===== src/rtl/btn_debouncer.sv =====
// btn_debouncer: per-channel push-button synchronizer and debouncer.
// Each channel runs a synchronizer chain, a saturating stability counter and a
// four-state FSM. The debounced level and the press/release pulses are all
// registered, so btn_raw never reaches an output combinationally.
// Optional feature: define BTN_DEBOUNCER_RELEASE_EN to enable the btn_release
// pulses. Without it, btn_release is held at 0. btn_out and btn_press behave
// the same either way.
module btn_debouncer #(
    parameter int NUM_BTN         = 4,
    parameter int SYNC_STAGES     = 2,
    parameter int DEBOUNCE_CYCLES = 1000000
) (
    input  logic               s_axi_aclk,
    input  logic               s_axi_aresetn,
    input  logic [NUM_BTN-1:0] btn_raw,
    output logic [NUM_BTN-1:0] btn_out,
    output logic [NUM_BTN-1:0] btn_press,
    output logic [NUM_BTN-1:0] btn_release
);

    // Width is sized so that DEBOUNCE_CYCLES-1 is the largest value ever held.
    localparam int              CNT_W    = $clog2(DEBOUNCE_CYCLES);
    localparam logic [CNT_W-1:0] CNT_LAST = CNT_W'(DEBOUNCE_CYCLES - 1);
    localparam logic [CNT_W-1:0] CNT_ONE  = CNT_W'(1);

    typedef enum logic [1:0] {
        STABLE_LO = 2'd0,
        ARM_HI    = 2'd1,
        STABLE_HI = 2'd2,
        ARM_LO    = 2'd3
    } state_t;

    genvar i;
    generate
        for (i = 0; i < NUM_BTN; i++) begin : g_chan
            logic [SYNC_STAGES-1:0] sync_ff;
            logic                   sync_bit;
            state_t                 state;
            state_t                 state_next;
            logic [CNT_W-1:0]       cnt;
            logic [CNT_W-1:0]       cnt_next;
            logic                   out_q;
            logic                   out_next;
            logic                   press_q;
            logic                   press_next;
            logic                   rel_q;
            logic                   rel_next;

            // Shift the raw pin through the synchronizer chain; the top bit is the safe sample.
            always_ff @(posedge s_axi_aclk or negedge s_axi_aresetn) begin
                if (!s_axi_aresetn) begin
                    sync_ff <= '0;
                end else begin
                    sync_ff <= {sync_ff[SYNC_STAGES-2:0], btn_raw[i]};
                end
            end

            assign sync_bit = sync_ff[SYNC_STAGES-1];

            // Hold FSM state, counter and the registered outputs; reset abandons any pending transition.
            always_ff @(posedge s_axi_aclk or negedge s_axi_aresetn) begin
                if (!s_axi_aresetn) begin
                    state   <= STABLE_LO;
                    cnt     <= '0;
                    out_q   <= 1'b0;
                    press_q <= 1'b0;
                    rel_q   <= 1'b0;
                end else begin
                    state   <= state_next;
                    cnt     <= cnt_next;
                    out_q   <= out_next;
                    press_q <= press_next;
                    rel_q   <= rel_next;
                end
            end

            // Next-state logic: arm on a level change, commit only after the level has held long enough.
            always_comb begin
                state_next = state;
                cnt_next   = cnt;
                out_next   = out_q;
                press_next = 1'b0;
                rel_next   = 1'b0;
                case (state)
                    STABLE_LO: begin
                        if (sync_bit) begin
                            state_next = ARM_HI;
                            cnt_next   = CNT_ONE;
                        end else begin
                            cnt_next   = '0;
                        end
                    end
                    ARM_HI: begin
                        if (!sync_bit) begin
                            state_next = STABLE_LO;
                            cnt_next   = '0;
                        end else if (cnt == CNT_LAST) begin
                            state_next = STABLE_HI;
                            cnt_next   = '0;
                            out_next   = 1'b1;
                            press_next = 1'b1;
                        end else begin
                            cnt_next   = cnt + CNT_ONE;
                        end
                    end
                    STABLE_HI: begin
                        if (!sync_bit) begin
                            state_next = ARM_LO;
                            cnt_next   = CNT_ONE;
                        end else begin
                            cnt_next   = '0;
                        end
                    end
                    ARM_LO: begin
                        if (sync_bit) begin
                            state_next = STABLE_HI;
                            cnt_next   = '0;
                        end else if (cnt == CNT_LAST) begin
                            state_next = STABLE_LO;
                            cnt_next   = '0;
                            out_next   = 1'b0;
`ifdef BTN_DEBOUNCER_RELEASE_EN
                            rel_next   = 1'b1;
`else
                            rel_next   = 1'b0;
`endif
                        end else begin
                            cnt_next   = cnt + CNT_ONE;
                        end
                    end
                    default: begin
                        state_next = STABLE_LO;
                        cnt_next   = '0;
                        out_next   = 1'b0;
                    end
                endcase
            end

            assign btn_out[i]     = out_q;
            assign btn_press[i]   = press_q;
            assign btn_release[i] = rel_q;
        end
    endgenerate

endmodule


===== config.mk =====
export PLATFORM = sky130hd
export DESIGN_NAME = btn_debouncer
export DESIGN_NICKNAME = d
export VERILOG_FILES = /design/src/rtl/btn_debouncer.sv
export SDC_FILE = /design/constraint.sdc
export NUM_CORES = 1
export LEC_CHECK = 0
export ABC_AREA = 1
export BUFFER_PORTS_ARGS = -buffer_cell sky130_fd_sc_hd__buf_4
export CORE_MARGIN = 2
export CORE_UTILIZATION = 56
export DETAILED_ROUTE_END_ITERATION = 8
export PLACE_DENSITY = 0.76
export REMOVE_ABC_BUFFERS = 1
export SYNTH_ARGS = -nofsm -noshare
export SYNTH_HDL_FRONTEND = slang
export SYNTH_SLANG_ARGS = --single-unit

===== constraint.sdc =====
create_clock -name s_axi_aclk -period 1.61 [get_ports s_axi_aclk]
set_clock_uncertainty 0.2 [all_clocks]
set_input_delay 0.2415 -clock s_axi_aclk [delete_from_list [all_inputs] [get_ports s_axi_aclk]]
set_output_delay 0.2415 -clock s_axi_aclk [all_outputs]
set_load 0.03 [all_outputs]

# Word-level counts from Yosys, hierarchy flattened

Cells that the tools add are included.

Bits in registers: 104
Bits of input ports: 6
Output and inout port bits: 12
Word-level logic and storage cells: 172

$add $sub $neg: 4
Eq/ne operators: 48
Muxes and demuxes: 84
Reductions and logical operators: 16

Operators with widths:

| cell                    | number |
|---|---|
| $pmux W20 S4            | 4 |
| $mux W20                | 12 |
| $add A20 B1 Y20 const B | 4 |
| $eq A20 B20 Y1 const B  | 4 |
| $mux W2                 | 24 |
| $ne A2 B2 Y1 const B    | 24 |
| $mux W1                 | 36 |
| $pmux W2 S4             | 4 |
| $ne A3 B3 Y1 const B    | 8 |
| $reduce_and A5 Y1       | 4 |
| $eq A2 B2 Y1 const B    | 8 |
| $reduce_and A4 Y1       | 4 |
| $eq A2 B1 Y1 const B    | 4 |
| $logic_not A2 Y1        | 4 |
| $pmux W1 S2             | 4 |
| $reduce_bool A2 Y1      | 4 |

# Depth between registers and ports, before layout

Gate-level depths: netlist of run 1.

Depth after elaboration: 4
Gate-level depth with buffers: 10
Gate-level depth less buffers: 9

# Worst setup path before layout of run 1

OpenSTA, ideal clock, no wires.

Path type: flip-flop to flip-flop
Start: reg g_chan[1].cnt[0]
End: reg g_chan[1].cnt[11]
Library setup time: 0.120 ns
Arrival time: 1.338 ns
Required time: 1.290 ns
Slack: -0.048 ns
Cell stages (with the launch flop): 8
Path buffers: 1
Clock period less this slack: 1.658 ns
Cells stage by stage: dfrtp_1 ha_1 nand2_1 nor3_2 nand3_2 nand2_2 buf_6 nor2_1

Cells in the longest elaborated chain, start to end: 4
Elaborated cells on any way between the ends: 6
Those cells by class: add/sub (1); eq/ne (1); mux (4)

Ends and longest elaborated chain:

| what                                              | line    | source |
|---|---|---|
| from (decl)                                       | 40      | `logic [CNT_W-1:0] cnt;` |
| from (signal assigned)                            | 70      | `cnt <= cnt_next;` |
| $add A20 B1 Y20 or $eq A20 B20 Y1 (tied branches) | -       |  |
| $mux W20 (*)                                      | 97, 118 |  |
| $mux W20 (on tied branches)                       | 115, 94 |  |
| $pmux W20 S4 (*)                                  | 84      | `case (state)` |
| named net g_chan[1].cnt_next[11]                  | 41      | `logic [CNT_W-1:0] cnt_next;` |

The timed path passes the listed nets; every way through them passes the cells marked *.
A chain may end at the register's enable or synchronous reset.

# Final worst setup path of run 1

Start: reg g_chan[1].cnt[0]
End: reg g_chan[1].cnt[2]

The elaborated chain is that of the path after synthesis.

==> out/metrics.cfg, run 1 <==
[yosys]
ys_seq_area_share_pct = 46.9
ys_async_sr_fraction_pct = 100
ys_warn_count = 0
synth-edff-count = 0
avgSynthCellArea_um2 = 7.51
yosys.cell_types.count = 33
synth-seq-cells = 104
synthCells = 739
syn_area_um2 = 5550
ys.flop_type = dfrtp_1

[setup_path]
reg2regPathDepth = 8
worst-r2r-setup-slack_ns = -0.12
cp-start-kind = register
path_class = reg2reg
reg2reg_to = g_chan[1].cnt[2]
cp.required_ns = 1.69
cp_max_fo = 11
end_kind = register
startpoint = g_chan[1].cnt[0]
r2r_start = g_chan[1].cnt[0]
critPathArrivalTime_ns = 1.81

[place]
dp_hpwl_mm = 8.15
placed_area_um2 = 6190
dp_slack_ns = -0.0831
gp_congestion = 0.909
portBuffers = 13

[clock_tree]
clock_sink_count = 104
cts_buffers = 9
clockBufferDepth = 2
htreeDepth = 3
insertion_delay_ns = 0.38
cts_tree = built
cts-root-buf = clkbuf_8
clk_pin_slew_ns = 0.10

[floorplan]
dieWidth_um = 104
core_um2 = 9680
io_pins = 18
die_h_um = 104
initial_utilization_pct = 57.3
dieArea_um2 = 10700
num_rows = 36

[hold_path]
hp-class = in2async

[timing]
fmax_ghz = 0.577
slew_viol_final = 0
fin_crit_sh_pct = 108
setup_violations = 46
rsz0062_at_grt = yes
hold_viol_final = 0
period_minus_slack_ns = 1.73
fin_ws_ns = -0.123

[finish]
nets = 845
fillCellCount = 692
seqCellArea_um2 = 2610
final_util_pct = 73.3
layout-drive-gt1-share_pct = 26.3
antenna-diode-count = 0
synthToLayoutAreaGrowth_pct = 27.9
multi_input_area_um2 = 2950
fin_area_um2 = 7100

[pwr]
power_density_nw_per_um2 = 825
p_leak_uw = 0.00323
ir_worst_vdd_uv = 730

[routing]
wire_per_inst_um = 12.7
ant_nets = 0
viasPerCell = 5.07
vias = 4934
wl_mm = 12.4
drtPass1Iterations = 4
drc = 0
drtIter0Drc = 288

[global_routing]
gr-total-overflow = 0
track_usage_pct = 22.3
grt_pass1_vias = 4645
grt_pass1_wl_mm = 19.9
grt_start_max_net_pins = 45
antenna_found_initial = 0

[run]
max-cap-violations = 0

[run_status]
status = complete, but fails checks
violations = setup timing

## through the flow
step / TNS (ns) / hold slack [ns] / power (µW) / std cells
floorplan: -2.40 / -0.254 / 3510 / 724
global placement: -0.0113 / -0.0363 / 3960 / 932
detailed placement: -1.01 / -0.0333 / 4010 / 932
CTS: -0.244 / 0.0906 / 5630 / 955
global route: -7.36 / 0.118 / 6210 / 973
finish: -3.36 / 0.0950 / 5850 / 973
## cell usage after synthesis (3+ instances only)
library cell | instances | share of area (%)
inv_1 | 82 | 5.5
nor3_1 | 14 | 1.3
nand3b_1 | 4 | 0.54
nor2_2 | 4 | 0.45
buf_4 | 14 | 1.9
xnor2_1 | 11 | 1.7
buf_6 | 3 | 0.61
nor3b_1 | 4 | 0.54
nand2_2 | 5 | 0.56
nand3_2 | 4 | 0.72
nand4_1 | 14 | 1.6
ha_1 | 4 | 0.90
dfrtp_1 | 104 | 47
o21ai_0 | 16 | 1.4
xor2_1 | 23 | 3.6
nand3_1 | 42 | 3.8
a21oi_1 | 9 | 0.81
nand2_1 | 175 | 12
nor2_1 | 189 | 13
## flip-flops by register name, indices dropped and copies added (netlist names), named ones only
register        cells
g_chan.out_q        4
g_chan.sync_ff      8
g_chan.cnt         80
g_chan.state        4
g_chan.press_q      4
## layout make-up
class	instances	area share (%)
Sequential cell	104	36.7
Clock inverter	6	0.705
Clock buffer	10	1.94
Inverter	84	4.51
Tap cell	133	2.35
Timing Repair Buffer	99	12.2
Multi-Input combinational cell	537	41.5
## power breakdown
group          total, µW  internal [µW]  switching, µW
combinational       1390            613            774
clock               1540            620            921
sequential          2930           2760            163
total               5850           4000           1860
## how the worst max path moves through the flow
stage	to	depth (start not counted)
finish	g_chan[1].cnt[2]	8
global route	g_chan[1].cnt[7]	8
CTS	g_chan[1].press_q	8
floorplan	g_chan[0].cnt[18]	8
detailed placement	g_chan[2].cnt[2]	7
global placement	g_chan[1].press_q	8
## kinds of logic after synthesis
family / count (synthesis) / synth area share [%]
buf+inv: 102 / 8.28
xor+xnor: 34 / 5.37
simple gates: 461 / 35.2
flops: 104 / 46.9
compound gates: 33 / 3.25
fa+ha+maj: 4 / 0.902
other cells: 1 / 0.0676
## cells in the final DEF, fill, tap and decap left out, types with 4 or more instances in the layout
| cell type | n |
|---|---|
| a21oi_1 | 6 |
| buf_12 | 4 |
| buf_4 | 74 |
| buf_6 | 16 |
| clkbuf_8 | 10 |
| conb_1 | 4 |
| dfrtp_1 | 100 |
| dfrtp_2 | 4 |
| dlygate4sd3_1 | 5 |
| inv_1 | 75 |
| inv_2 | 7 |
| nand2_1 | 155 |
| nand2_2 | 16 |
| nand2_4 | 10 |
| nand3_1 | 32 |
| nand3_2 | 9 |
| nand3_4 | 5 |
| nand3b_1 | 4 |
| nand4_1 | 14 |
| nor2_1 | 155 |
| nor2_2 | 25 |
| nor2_4 | 14 |
| nor3_1 | 11 |
| nor3b_1 | 4 |
| o21ai_0 | 9 |
| o21ai_1 | 4 |
| o21ai_2 | 4 |
| xnor2_1 | 10 |
| xor2_1 | 23 |
## routing by layer
layer	GRT usage (%)	routed length, µm
met1	29.2	5450
met2	36.3	6120
met3	4.72	440
met4	9.17	360
met5	0	0
## what timing repair did
item / CTS / global route
endpoints found under the setup margin: 60 / 92
buffers inserted: 2 / 18
gates resized for setup: 25 / 124
gates cloned: 0 / 1
hold buffers: 5 / 0
pin swaps: 9 / 47
hold endpoints to repair: 108 / 0
## critical path, cell delays in order (launching register included)
cell,delay (ns)
dfrtp_1,0.37
ha_2,0.22
nand2_4,0.08
nor3_4,0.22
buf_6,0.13
nand3_4,0.08
nand2_4,0.13
buf_12,0.14
nor3b_1,0.05
Power figures use the tool's default switching activity.
==> run 2, diff against run 1 <==
--- a/config.mk
+++ b/config.mk
@@ -10,8 +10,9 @@
 export CORE_MARGIN = 2
 export CORE_UTILIZATION = 56
 export DETAILED_ROUTE_END_ITERATION = 8
-export PLACE_DENSITY = 0.76
+export PLACE_DENSITY = 0.87
 export REMOVE_ABC_BUFFERS = 1
+export SLEW_MARGIN = 15
 export SYNTH_ARGS = -nofsm -noshare
 export SYNTH_HDL_FRONTEND = slang
 export SYNTH_SLANG_ARGS = --single-unit
==> out/metrics.cfg, run 2 (same netlist as run 1, synthesis figures left out) <==
[run_status]
status = complete, but fails checks
violations = setup timing

[clock_tree]
clockBufferDepth = 2
clk_pin_slew_ns = 0.10
cts_tree = built
cts-root-buf = clkbuf_8
insertion_delay_ns = 0.38
clock_sink_count = 104
htreeDepth = 3
cts_buffers = 9

[finish]
synthToLayoutAreaGrowth_pct = 32.8
layout_common_cells = 149 x nand2_1, 142 x nor2_1, 100 x dfrtp_1, 69 x inv_1, 69 x buf_4
nets = 845
layout-drive-gt1-share_pct = 30.6
reg.largest.list = g_chan.cnt x80, g_chan.sync_ff x8
final_util_pct = 76.1
final_common_cell = nand2_1
antenna-diode-count = 0
largest-register = g_chan.cnt
largest_register_ffs = 80
fillCellCount = 598

[setup_path]
end_kind = register
reg2regPathDepth = 9
cp_max_fo = 3
reg2reg_to = g_chan[2].cnt[16]
cp-start-kind = register
worst-r2r-setup-slack_ns = -0.19
path_delay_family = simple AND/OR/NAND/NOR gates
worst-path-buf-inv = 2
max_stage_delay_ns = 0.45
path_cells = ha_4, buf_6, nand2_4, inv_2, nand3b_1, nor2_2, nand4_1, nand2_1, nor2_1
path_class = reg2reg
cp.required_ns = 1.69
critPathArrivalTime_ns = 1.87
cp_slowest_cell = dfrtp_1
r2r_start = g_chan[2].cnt[1]

[place]
dp_slack_ns = -0.111
gp_congestion = 0.963
dp_hpwl_mm = 8.24
portBuffers = 13

[timing]
slew_viol_final = 0
hold_slack_ns = 0.158
fmax_ghz = 0.556
relSlewSlack_pct = 63.4
fin_ws_ns = -0.187
setup_violations = 63
hold_viol_final = 0
tightest_slew_ns = 0.549
period_minus_slack_ns = 1.80
rsz0062_at_grt = yes
fin_crit_sh_pct = 112

[pwr]
finalPower_uw = 6420
power_density_nw_per_um2 = 871
ir_worst_vdd_uv = 761
p_leak_uw = 0.00330

[routing]
wire_per_inst_um = 16.4
ant_nets = 0
wl_mm = 15.9
drtIter0Drc = 343
drtPass1Iterations = 5
drc = 0
vias = 5471
viasPerCell = 5.62

[global_routing]
grt_start_max_net_pins = 103
grt_pass1_vias = 5011
antenna_found_initial = 0
track_usage_pct = 24.2
grt_pass1_wl_mm = 21.6
gr-total-overflow = 0

[hold_path]
hp-class = reg2reg
worstHoldStart = g_chan[3].sync_ff[0]
hold_depth = 0
min_to = g_chan[3].sync_ff[1]

[floorplan]
dieWidth_um = 104
core_um2 = 9680
die_h_um = 104
num_rows = 36
initial_utilization_pct = 57.3
io_pins = 18
dieArea_um2 = 10700

[run]
max-cap-violations = 0

run 2: cell count changes in the layout (fill, tap and decap cells not counted), sizes merged:
cell | previous run | this run
buf | 94 | 91
clkinvlp | 2 | 3
dlygate4sd3 | 5 | 6
clkbuf | 10 | 14
bufinv | 0 | 1
inv | 86 | 84
clkinv | 2 | 0
run 2: how the worst max path moves through the flow:
stage                      startpoint                 end  slack [ns]  cells past startpoint
floorplan            g_chan[0].cnt[0]   g_chan[0].cnt[18]       -0.15                      8
finish               g_chan[2].cnt[1]   g_chan[2].cnt[16]       -0.19                      9
CTS                  g_chan[2].cnt[1]   g_chan[2].cnt[16]       -0.03                      9
global placement     g_chan[2].cnt[0]   g_chan[2].cnt[19]       -0.02                      8
global route        g_chan[0].cnt[11]   g_chan[0].cnt[19]       -0.29                      8
detailed placement   g_chan[2].cnt[1]  g_chan[2].state[0]       -0.11                      8
run 2: through the flow:
stage	cells	cell area (µm²)	setup TNS [ns]
6_report	973	7370	-2.57
3_5_place_dp	926	6140	-1.76
3_3_place_gp	926	6140	-0.0987
5_1_grt	973	7370	-9.39
4_1_cts	955	6640	-0.102
2_1_floorplan	724	5410	-2.40
run 2: layout make-up:
type                       count  area (µm²)  area share, %
timing repair buffer          99         906           12.3
clock inverter                 4        52.6          0.713
clock buffer                  12         155           2.11
tap                          133         166           2.26
sequential                   104        2610           35.4
inverter                      84         323           4.38
multi-input combinational    537        3160           42.8
run 2: what timing repair did:
item	4_1_cts	5_1_grt
gates resized for setup	51	155
pin swaps	13	61
endpoints found under the hold margin	108	0
hold buffers	6	0
buffers inserted	6	16
cloned	1	3
setup endpoints to repair	52	85
run 2: worst register-to-register path, cell delays in order, from the launching register on:
cell	delay, ns
dfrtp_1	0.45
ha_4	0.19
buf_6	0.11
nand2_4	0.05
inv_2	0.06
nand3b_1	0.13
nor2_2	0.21
nand4_1	0.16
nand2_1	0.10
nor2_1	0.04
run 2: power by group:
part	leakage [µW]	internal, µW	switching, µW
combinational	0.00180	748	981
clock	0.0000948	805	927
sequential	0.00141	2760	191
total	0.00330	4320	2100
run 2: routing by layer:
metal	global-route usage [%]	share of wire (%)
met1	29.7	38
met2	42.0	52
met3	3.65	6.4
met4	11.6	4.0
met5	0	0
